File: src/rtl/inst_queue.sv
`default_nettype none
// ============================================================================
// Module   : inst_queue
// Purpose  : Fetch-to-decode instruction buffer. Captures {inst, pc} pairs
//            that fetch marks valid, presents them to decode in strict FIFO
//            order, absorbs decode stalls and raises a full indication that
//            fetch uses as its stall. Writeback flushes it on mispredict or
//            exception.
// Revision : 1.0 - initial release
// ----------------------------------------------------------------------------
// Ports
//   clk          in   1        rising-edge clock
//   reset        in   1        asynchronous active-high reset
//   inst_e_      in   1        active-low valid of fetched instruction
//   inst         in   INST     fetched instruction word
//   inst_pc      in   ADDR     PC of inst
//   iq_full      out  1        queue full; fetch holds its instruction
//   dec_inst_e_  out  1        active-low valid of head entry
//   dec_inst     out  INST     head instruction (0 when empty)
//   dec_pc       out  ADDR     head PC (0 when empty)
//   dec_stall    in   1        decode stall; head is not consumed
//   wb_flush_    in   1        active-low flush from writeback
//   iq_count     out  CNT_W    current occupancy
// ============================================================================
module inst_queue #(
  parameter int ADDR  = 32,
  parameter int INST  = 32,
  parameter int DEPTH = 4
) (
  input  logic                     clk,
  input  logic                     reset,
  input  logic                     inst_e_,
  input  logic [INST-1:0]          inst,
  input  logic [ADDR-1:0]          inst_pc,
  output logic                     iq_full,
  output logic                     dec_inst_e_,
  output logic [INST-1:0]          dec_inst,
  output logic [ADDR-1:0]          dec_pc,
  input  logic                     dec_stall,
  input  logic                     wb_flush_,
  output logic [$clog2(DEPTH):0]   iq_count
);

  localparam int c_PTR_W = $clog2(DEPTH);
  localparam int c_CNT_W = $clog2(DEPTH) + 1;

  localparam logic [c_CNT_W-1:0] c_CNT_FULL = c_CNT_W'(DEPTH);
  localparam logic [c_CNT_W-1:0] c_CNT_ZERO = '0;
  localparam logic [c_CNT_W-1:0] c_CNT_ONE  = c_CNT_W'(1);
  localparam logic [c_PTR_W-1:0] c_PTR_ONE  = c_PTR_W'(1);

  // --------------------------------------------------------------------------
  // State
  // --------------------------------------------------------------------------
  logic [INST-1:0]    inst_mem_q [DEPTH];
  logic [ADDR-1:0]    pc_mem_q   [DEPTH];

  logic [c_PTR_W-1:0] head_q,  head_d;
  logic [c_PTR_W-1:0] tail_q,  tail_d;
  logic [c_CNT_W-1:0] count_q, count_d;

  logic               w_full;
  logic               w_empty;
  logic               w_push;
  logic               w_pop;

  // Full/empty come straight from the registered count, so neither fetch's
  // stall nor decode's valid has a combinational path from the other side.
  assign w_full  = (count_q == c_CNT_FULL);
  assign w_empty = (count_q == c_CNT_ZERO);

  // A push is blocked whenever the queue is full at the edge, even if decode
  // pops in the same cycle: no full-bypass. Flush suppresses both sides.
  assign w_push = !inst_e_ && !w_full && wb_flush_;
  assign w_pop  = !w_empty && !dec_stall && wb_flush_;

  // --------------------------------------------------------------------------
  // Next-state logic
  // --------------------------------------------------------------------------
  always_comb begin
    head_d  = head_q;
    tail_d  = tail_q;
    count_d = count_q;

    if (!wb_flush_) begin
      // Entry contents are left as-is; pointers and count alone define
      // what is live.
      head_d  = '0;
      tail_d  = '0;
      count_d = '0;
    end else begin
      // Power-of-two depth: pointers wrap from DEPTH-1 to 0 naturally.
      if (w_push) begin
        tail_d = tail_q + c_PTR_ONE;
      end
      if (w_pop) begin
        head_d = head_q + c_PTR_ONE;
      end
      unique case ({w_push, w_pop})
        2'b10:   count_d = count_q + c_CNT_ONE;
        2'b01:   count_d = count_q - c_CNT_ONE;
        default: count_d = count_q;
      endcase
    end
  end

  // --------------------------------------------------------------------------
  // Pointer / count registers
  // --------------------------------------------------------------------------
  always_ff @(posedge clk or posedge reset) begin
    if (reset) begin
      head_q  <= '0;
      tail_q  <= '0;
      count_q <= '0;
    end else begin
      head_q  <= head_d;
      tail_q  <= tail_d;
      count_q <= count_d;
    end
  end

  // --------------------------------------------------------------------------
  // Entry storage
  // --------------------------------------------------------------------------
  always_ff @(posedge clk or posedge reset) begin
    if (reset) begin
      for (int i = 0; i < DEPTH; i++) begin
        inst_mem_q[i] <= '0;
        pc_mem_q[i]   <= '0;
      end
    end else if (w_push) begin
      inst_mem_q[tail_q] <= inst;
      pc_mem_q[tail_q]   <= inst_pc;
    end
  end

  // --------------------------------------------------------------------------
  // Outputs (registered state only; a pushed entry shows up one cycle later)
  // --------------------------------------------------------------------------
  always_comb begin
    iq_full     = w_full;
    dec_inst_e_ = w_empty;
    iq_count    = count_q;
    dec_inst    = '0;
    dec_pc      = '0;
    if (!w_empty) begin
      dec_inst = inst_mem_q[head_q];
      dec_pc   = pc_mem_q[head_q];
    end
  end

endmodule
`default_nettype wire

File: config.mk
export PLATFORM = sky130hd
export DESIGN_NAME = inst_queue
export DESIGN_NICKNAME = d
export VERILOG_FILES = /design/src/rtl/inst_queue.sv
export SDC_FILE = /design/constraint.sdc
export NUM_CORES = 1
export LEC_CHECK = 0
export BUFFER_PORTS_ARGS = -buffer_cell sky130_fd_sc_hd__buf_2
export CAP_MARGIN = 20
export CORE_ASPECT_RATIO = 0.7
export CORE_MARGIN = 2
export CORE_UTILIZATION = 40
export CTS_CLUSTER_DIAMETER = 50
export DETAILED_ROUTE_END_ITERATION = 12
export GPL_ROUTABILITY_DRIVEN = 0
export PLACE_DENSITY = 0.59
export SETUP_SLACK_MARGIN = 0.1
export SLEW_MARGIN = 30
export SYNTH_ARGS = -nofsm -noshare
export SYNTH_HDL_FRONTEND = slang
export SYNTH_SLANG_ARGS = --single-unit
File: constraint.sdc
create_clock -name clk -period 29.9 [get_ports clk]
set_input_delay 8.97 -clock clk [delete_from_list [all_inputs] [get_ports clk]]
set_output_delay 8.97 -clock clk [all_outputs]
set_load 0.05 [all_outputs]
Word level (Yosys, flattened, before mapping)
Cells that the tools add are included.
- add/subtract/negate cells: 4
- $lt $le $gt $ge: 3
- equality and inequality tests: 6
- multiplexer cells: 18
- bitwise gates (word level): 2
- reduce and logical (&&, ||, !) cells: 10
- operator list (cell ; count):
    bitwise mux 128 bit ; 2
    two-way mux 32 bit ; 7
    binary-select mux 32 bit (select 2 bit) ; 2
    demux 32 bit (select 2 bit) ; 1
    two-way mux 2 bit ; 4
    greater-or-equal comparator 3 bit, second input constant ; 2
    NOT 2 -> 3 bit ; 2
    one-hot mux 3 bit (2 select lines) ; 1
    logical AND 1 bit ; 5
    adder 2 x 1 -> 2 bit, second input constant ; 2
    logical NOT 1 bit ; 4
    != test 2 x 1 -> 1 bit, second input constant ; 2
    adder 3 x 1 -> 3 bit, second input constant ; 1
    == test 3 bit, second input constant ; 1
    logical NOT 3 bit ; 1
    less-than comparator 3 x 1 -> 1 bit, second input constant ; 1
    two-way mux 3 bit ; 1
    != test 3 x 1 -> 1 bit, second input constant ; 1
    subtractor 3 x 1 -> 3 bit, second input constant ; 1
    == test 2 x 1 -> 1 bit, second input constant ; 1
    == test 2 bit, second input constant ; 1
- register bits: 263
- output and inout bits: 69
- word-level logic and storage cells: 54

Logic depth before layout (Yosys ltp)
Gate-level depths: netlist (run 1).
- depth in word-level cells: 7
- depth in mapped cells: 8
- mapped depth without buffers: 6

Worst setup path before layout (run 1)
Ideal clock, no wire load.
- path kind: register to output
- start point: register count_q[1], in the netlist iq_count[1]
- end point: output port dec_inst[0]
- arrival time: 2359 ps
- setup slack: 18571 ps
- stages on the path, launching flop included: 5
- path through: dfrtp_1 clkbuf_1 nor3_1 clkbuf_1 nor2b_1
- longest elaborated chain between the ends: 2
- ends and longest elaborated chain (what ; RTL line ; source):
    from (decl) ; 60 ; logic [c_CNT_W-1:0] count_q, count_d;
    from (signal assigned) ; 118 ; count_q <= count_d;
    logical NOT 3 bit ; 70 ; assign w_empty = (count_q == c_CNT_ZERO);
    via dec_inst_e_ ; 36 ; output logic dec_inst_e_,
    two-way mux 32 bit ; 146 ; if (!w_empty) begin
    to (decl) ; 37 ; output logic [INST-1:0] dec_inst,
The timed path passes the listed nets, and every way through them passes these cells.

Final worst setup path (run 1)
- start point: register head_q[0]
- end point: output port dec_inst[2]
- longest elaborated chain between the ends: 5
- ends and longest elaborated chain (what ; RTL line ; source):
    from (decl) ; 58 ; logic [c_PTR_W-1:0] head_q, head_d;
    from (signal assigned) ; 112 ; head_q <= '0;
    from (signal assigned) ; 116 ; head_q <= head_d;
    NOT 2 -> 3 bit (not written as such) ; 147 ; dec_inst = inst_mem_q[head_q];
    binary-select mux 32 bit (select 2 bit) ; 147 ;
    two-way mux 32 bit (not written as such) (2 in series) ; 147 ;
    two-way mux 32 bit ; 146 ;
No other way between the ends. The select of a mux whose other input is x is not followed.

==> summary.md, run 1 <==
| Metric | Value |
|---|---|
| Status | finished, final reports clean |
| PortBufs | 137 |
| Final Instance Count excl. Fillers | 1315 |
| Top post-synthesis cells by area | dfrtp_1 54%, mux2_2 18%, mux4_2 12%, mux2_4 7.3%, nor2b_1 3.3% |
| Crit path arrival time | 3.10 ns |
| Setup crit end kind | primary output |
| Area leader, netlist | dfrtp_1 |
| Max_cap viols | 0 |
| Synth top area share | 53.58% |
| First-pass DRT Iterations | 4 |
| Syn_nets | 830 |
| Worst EP required | 20.93 ns |
| Post-synth EDFFs | 0 |
| Fmax | 82.82 MHz |
| Die Width | 213.5 um |
| Critical Path Start Type | flop |
| Final Core Density | 47.41% |
| Worst-path maximum fanout | 36 |
| ANT cells | 0 |
| Post-CTS Setup Inserts | 0 |
| Core area | 30110 um2 |
| Synth warn | 0 |
| ANT nets after route | 0 |
| Vias in the first global route | 7205 |
| Total routed wirelength | 26.38 mm |
| CTS Root Cell | clkbuf_16 |
| Max VDD drop | 0.04105 mV |
| Worst hold path class | flop to flop |
| Flops & latches, synth | 263 |
| GRT Overall Usage | 16.98% |
| Final Hold Fails | 0 |
| Die Y | 150.6 um |
| Worst hold slack | 0.4998 ns |
| First-pass GRT wire length | 42.35 mm |
| DRC Markers | 0 |
| Relative slew slack | 44.95% |
| Async set-or-reset flop fraction in the synthesized netlist | 100.0% |
| Worst skew pair latency | 0.56 ns |
| Clock slew at reported path FFs | 0.06 ns |
| Synthesized cell area | 12280 um2 |
| Vias per cell | 5.124 |
| Min Clock Period, post-route | 12.07 ns |
| Critical path class | flop to primary output |
| Share of layout cells above drive strength 1 | 58.25% |
| Synth cell types | 40 |
| Clock skew | 0.01723 ns |
| Post-detail-place hpwl | 15.15 mm |
| DP Cell Count | 1261 |
| RSZ-0062 raised after global routing | no |
| Vias | 6738 |
| I/O pin cnt | 138 |
| Cell Pwr Density | 85.93 nW/um2 |
| Final Max Tran Viols | 0 |
| Initial antenna violation count | 1 |
| CTS H-Tree Depth | 1 |
| Core Rows | 53 |
| Syn Inst Count | 756 |
| Synth Area per Inst | 16.25 um2 |
| CTS tree | built |
| Die area | 32150 um2 |
| Setup TNS Final | 0 ns |
| GRT overflow | 0 |
| Filler cell count in the final layout | 2674 |
| Effective utilization at floorplan | 40.80% |
| Worst Tran Pin Value | 0.8257 ns |
| Area Growth Syn to Fin | 16.18% |
| Maximum root-to-sink buffer count | 3 |
| Setup violations, final | 0 |
| Iter 0 DRT Violations | 258 |
| TritonCTS buffer count | 30 |
| Post-synthesis sequential area ratio | 53.58% |
| Tcrit/Tclk final | 40.38% |
| PostCTS Resize Cnt | 0 |
| Largest net degree at the start of global routing | 145 |
| Hold Buf Count CTS | 0 |
| P_leak | 6.458 nW |
| Top FF cell, synth | dfrtp_1 |
| # clock sinks | 263 |
| Nets | 956 |
| DR WL/cell | 20.06 um |
| Reg2Reg Setup Slack | 26.77 ns |
==> cells by family after synthesis <==
logic type,share of synthesized area [%]
xor gates and xnor gates,0.07131
muxes,37.12
adders and majority gates,0.5704
buffers and inverters,3.025
and+or+nand+nor,4.461
AOI/OAI and AO/OA,1.182
DFF,53.58
==> registers in the layout, summed over array words and instances (netlist names) <==
name	count
iq_count	3
head_q	2
tail_q	2
pc_mem_q	128
inst_mem_q	128
==> power by group <==
group,internal [W],switching (W)
sequential,0.000459,0.0000557
combinational,0.000177,0.000170
clock,0.000216,0.000148
total,0.000852,0.000374
==> area by class of cell <==
type	count	area, um2	area share, %
inverter	7	33.78	0.2367
sequential	263	6589	46.16
timing repair buffer	146	785.8	5.505
tap	412	515.5	3.612
clock buffer	42	855.8	5.996
multi-input combinational	434	5364	37.58
clock inverter	11	128.9	0.9030
==> metrics by stage <==
stage | instance area [um2] | total power [W] | setup slack [ns]
2_1_floorplan | 12280 | 0.0007918 | 13.69
3_3_place_gp | 13260 | 0.0008647 | 18.30
3_5_place_dp | 13260 | 0.0008697 | 18.28
4_1_cts | 14240 | 0.001242 | 17.71
5_1_grt | 14270 | 0.001291 | 17.60
6_report | 14270 | 0.001226 | 17.83
==> cells in the mapped netlist (all sizes together), types with 2 or more instances <==
cell	instances
mux2	256
o211ai	4
or3b	2
clkbuf	14
ha	4
nor2b	65
or4	2
mux4	64
buf	38
o21ai	5
a21oi	8
inv	7
nand3	5
dfrtp	263
and2b	2
==> placed cells by master, fill, tap and decap left out, types with 2 or more instances in the layout <==
master        n
mux2_4       60
mux2_2      196
clkinvlp_4    2
o21ai_0       5
dfrtp_1     261
a21oi_1       8
clkbuf_16    30
o211ai_1      4
inv_1         6
nand3_4       3
buf_2       137
nand3_1       2
clkbuf_1      6
clkbuf_8      6
ha_1          4
bufinv_16     2
clkinv_2      4
dfrtp_4       2
buf_4         7
nor2b_1      65
mux4_2       64
==> worst max-delay path, stage by stage, from the launching register on <==
cell     delay (ns)
dfrtp_4        0.83
buf_4          0.69
mux4_2         0.62
nor2b_1        0.15
buf_2          0.24
==> metal layers <==
metal	part of all wire (%)	global-route usage, %	up-vias	wire length, um
li1	-	-	3030	-
met1	49	25.35	3579	13050
met2	45	25.49	89	11740
met3	4.3	3.880	38	1128
met4	1.7	3.299	2	443
met5	0.049	0	-	13
==> path summary, 6_finish.rpt <==
kind                                       end           start  depth (start not counted)
worst max-delay path               dec_inst[2]       head_q[0]                          4
worst min-delay path            inst_mem_q[55]  inst_mem_q[55]                          1
worst max register to register    pc_mem_q[68]     iq_count[1]                          4
worst min register to register  inst_mem_q[55]  inst_mem_q[55]                          1
max in group asynchronous            head_q[0]           reset                          3
min in group asynchronous         pc_mem_q[90]           reset                          2
Power figures use the tool's default switching activity.
==> inputs of run 2 (changes only) <==
--- a/config.mk
+++ b/config.mk
@@ -5,6 +5,7 @@
 export SDC_FILE = /design/constraint.sdc
 export NUM_CORES = 1
 export LEC_CHECK = 0
+export ABC_AREA = 1
 export BUFFER_PORTS_ARGS = -buffer_cell sky130_fd_sc_hd__buf_2
 export CAP_MARGIN = 20
 export CORE_ASPECT_RATIO = 0.7
==> constraint.sdc (replaced) <==
create_clock -name clk -period 11.49 [get_ports clk]
set_input_delay 3.447 -clock clk [delete_from_list [all_inputs] [get_ports clk]]
set_output_delay 3.447 -clock clk [all_outputs]
set_load 0.05 [all_outputs]
==> run 2 against run 1 <==
Net effect:
- cell count is 46% higher
- sequential power rose to 3.0 times the previous value
- highest routed layer is now met4
- via count up 45%
- first-iteration DRC count increased to 3.1 times the previous value
- die area fell by 3.7%
- clock-buffer cell count is 5 lower
- flip-flop and latch count is the same
- critical endpoint is now dec_inst[9]
- non-clock buffer count increased by 1
- largest power group is now combinational cells
==> summary.md, run 2 <==
| Metric | Value |
|---|---|
| I/O pin cnt | 138 |
| Worst hold path class | flop to flop |
| DRC Markers | 0 |
| Top post-synthesis cells by area | dfrtp_1 56%, o21ai_1 11%, nand2_1 8.7%, nor2_1 8.1%, o21ai_0 5.5% |
| Met1 wire length | 15.68 mm |
| Filler cell count in the final layout | 2842 |
| ANT nets after route | 0 |
| Fmax | 140.0 MHz |
| Flops & latches, synth | 263 |
| Status | finished, final reports clean |
| Reg2Reg Launch Point | iq_count[1] |
| Vias | 9752 |
| Post-detail-place hpwl | 16.92 mm |
| Die Width | 209.4 um |
| Top FF cell, synth | dfrtp_1 |
| Most frequent cells in the layout | 273 x nand2_1, 261 x dfrtp_1, 258 x o21ai_1 |
| Worst-path maximum fanout | 89 |
| Switching Fraction | 44.00% |
| Largest net degree at the start of global routing | 141 |
| Cell Pwr Density | 323.2 nW/um2 |
| Worst-case reg-to-reg path depth | 8 |
| Maximum root-to-sink buffer count | 3 |
| Synth warn | 0 |
| Max VDD drop | 0.1841 mV |
| Reg2Reg Setup Slack | 8.94 ns |
| Share of layout cells above drive strength 1 | 13.67% |
| Core Rows | 52 |
| Gate power share | 41.1% |
| Hold Buf Count CTS | 0 |
| GRT overflow | 0 |
| Synth Area per Inst | 8.150 um2 |
| Area of the multi-input gates | 4452 um2 |
| Iter 0 DRT Violations | 805 |
| RR Endpoint | inst_mem_q[19] |
| Max Used Layer | met4 |
| Vias per cell | 5.077 |
| Die area | 30960 um2 |
| Post-synth EDFFs | 0 |
| Worst hold slack | 0.4803 ns |
| RSZ-0062 raised after global routing | no |
| Setup TNS Final | 0 ns |
| Area leader, netlist | dfrtp_1 |
| Fin worst setup slack | 4.347 ns |
| Worst EP required | 8.04 ns |
| CTS Root Cell | clkbuf_16 |
| Final Max Tran Viols | 0 |
| Crit path arrival time | 3.70 ns |
| Post-synthesis sequential area ratio | 55.69% |
| PostCTS Resize Cnt | 0 |
| Nets | 1596 |
| # clock sinks | 263 |
| Synthesized cell area | 11820 um2 |
| Die Y | 147.8 um |
| Setup crit end kind | primary output |
| Clock skew | 0.009736 ns |
| Syn Inst Count | 1450 |
| ANT cells | 0 |
| Tcrit/Tclk final | 62.16% |
| Vias in the first global route | 9286 |
| PortBufs | 137 |
| Hold path depth | 2 |
| Effective utilization at floorplan | 40.82% |
| Sequential power share | 35.4% |
| Total routed wirelength | 30.76 mm |
| Int Pwr | 0.002474 W |
| Clk pwr share | 23.6% |
| CTS H-Tree Depth | 1 |
| Met2 WL | 13.01 mm |
| Post-CTS Setup Inserts | 0 |
| DR WL/cell | 16.01 um |
| Core area | 28950 um2 |
| Async set-or-reset flop fraction in the synthesized netlist | 100.0% |
| Critical Path Start Type | flop |
| Commonest cells in the netlist | 273 x nand2_1, 263 x dfrtp_1, 258 x o21ai_1 |
| Synth cell types | 20 |
| Hold wc startpoint | inst_mem_q[91] |
| Worst skew pair latency | 0.55 ns |
| GRT Overall Usage | 20.30% |
| Critical path class | flop to primary output |
| Switching pwr | 0.001944 W |
| DR WL met3 | 1.522 mm |
| CTS tree | built |
| Area Growth Syn to Fin | 15.67% |
| Syn_nets | 1524 |
| Setup violations, final | 0 |
| Initial antenna violation count | 0 |
| Seq. cell area | 6586 um2 |
| Final Hold Fails | 0 |
| First-pass DRT Iterations | 5 |
| TritonCTS buffer count | 29 |
| Synth top area share | 55.69% |
| First-pass GRT wire length | 50.96 mm |
| Most frequent cell after synthesis | nand2_1 |
| P_leak | 6.703 nW |
| Final Core Density | 47.21% |
| Relative slew slack | 36.33% |
| Pre-CTS setup slack | 4.939 ns |
| Tot Pwr | 0.004418 W |
| Hold EP | inst_mem_q[91] |
| Clock slew at reported path FFs | 0.07 ns |
| Min Clock Period, post-route | 7.143 ns |
| Max_cap viols | 0 |
| Most common cell after layout, fill and taps aside | nand2_1 |
| Worst Tran Pin Value | 0.9551 ns |
## run 2: cell types whose count changed after synthesis, moves of 10 or more
cell,change
mux4_2,-64
clkbuf_1,+13
nor2_1,+255
mux2_4,-60
buf_4,+10
buf_2,+37
inv_1,+69
nand2_1,+272
a21oi_1,+60
nor2b_1,-65
o21ai_0,+126
mux2_2,-196
o21ai_1,+258
## run 2: worst max-delay path by stage
stage                          from           to  depth (start not counted)
after detailed placement  head_q[0]  dec_inst[9]                          5
after global routing      head_q[0]  dec_inst[9]                          5
after global placement    head_q[0]  dec_inst[9]                          5
final                     head_q[0]  dec_inst[9]                          5
after CTS                 head_q[0]  dec_inst[9]                          5
after floorplan               reset    head_q[0]                          1
## run 2: through the flow
step,cell area (um2),cells
global placement,12590,1869
floorplan,11820,1450
finish,13670,1921
CTS,13660,1921
global route,13670,1921
detailed placement,12600,1869
## run 2: area by class of cell
class / instances / area share [%]
Multi-Input combinational cell: 1003 / 32.57
Timing Repair Buffer: 147 / 5.712
Sequential cell: 263 / 48.18
Inverter: 78 / 2.261
Tap cell: 378 / 3.460
Clock inverter: 15 / 1.922
Clock buffer: 37 / 5.895
## run 2: logic make-up after synthesis
kind of cell | share of synthesized area (%)
and+or+nand+nor | 17.48
AOI/OAI and AO/OA | 19.35
DFF | 55.69
buffers and inverters | 6.808
adders and majority gates | 0.5929
xor gates and xnor gates | 0.07413
## run 2: worst max-delay path, cell delays in order, from the launching register on
cell	delay, ns
dfrtp_4	0.97
clkinv_2	0.68
buf_4	0.60
o21ai_0	0.44
a21oi_1	0.11
buf_2	0.26
## run 2: metal layers
layer  vias up  global-route usage, %
li1       4849                      -
met1      4624                  31.05
met2       235                  30.43
met3        44                  3.314
met4         0                  4.000
met5         -                      0
## run 2: power by group through the flow
stage          logic [W]  registers (W)  clock network, W
3_3_place_gp     0.00181        0.00156                 0
2_1_floorplan    0.00145        0.00151                 0
5_1_grt          0.00202        0.00161           0.00111
6_report         0.00181        0.00156           0.00104
4_1_cts          0.00183        0.00156           0.00106
3_5_place_dp     0.00183        0.00157                 0
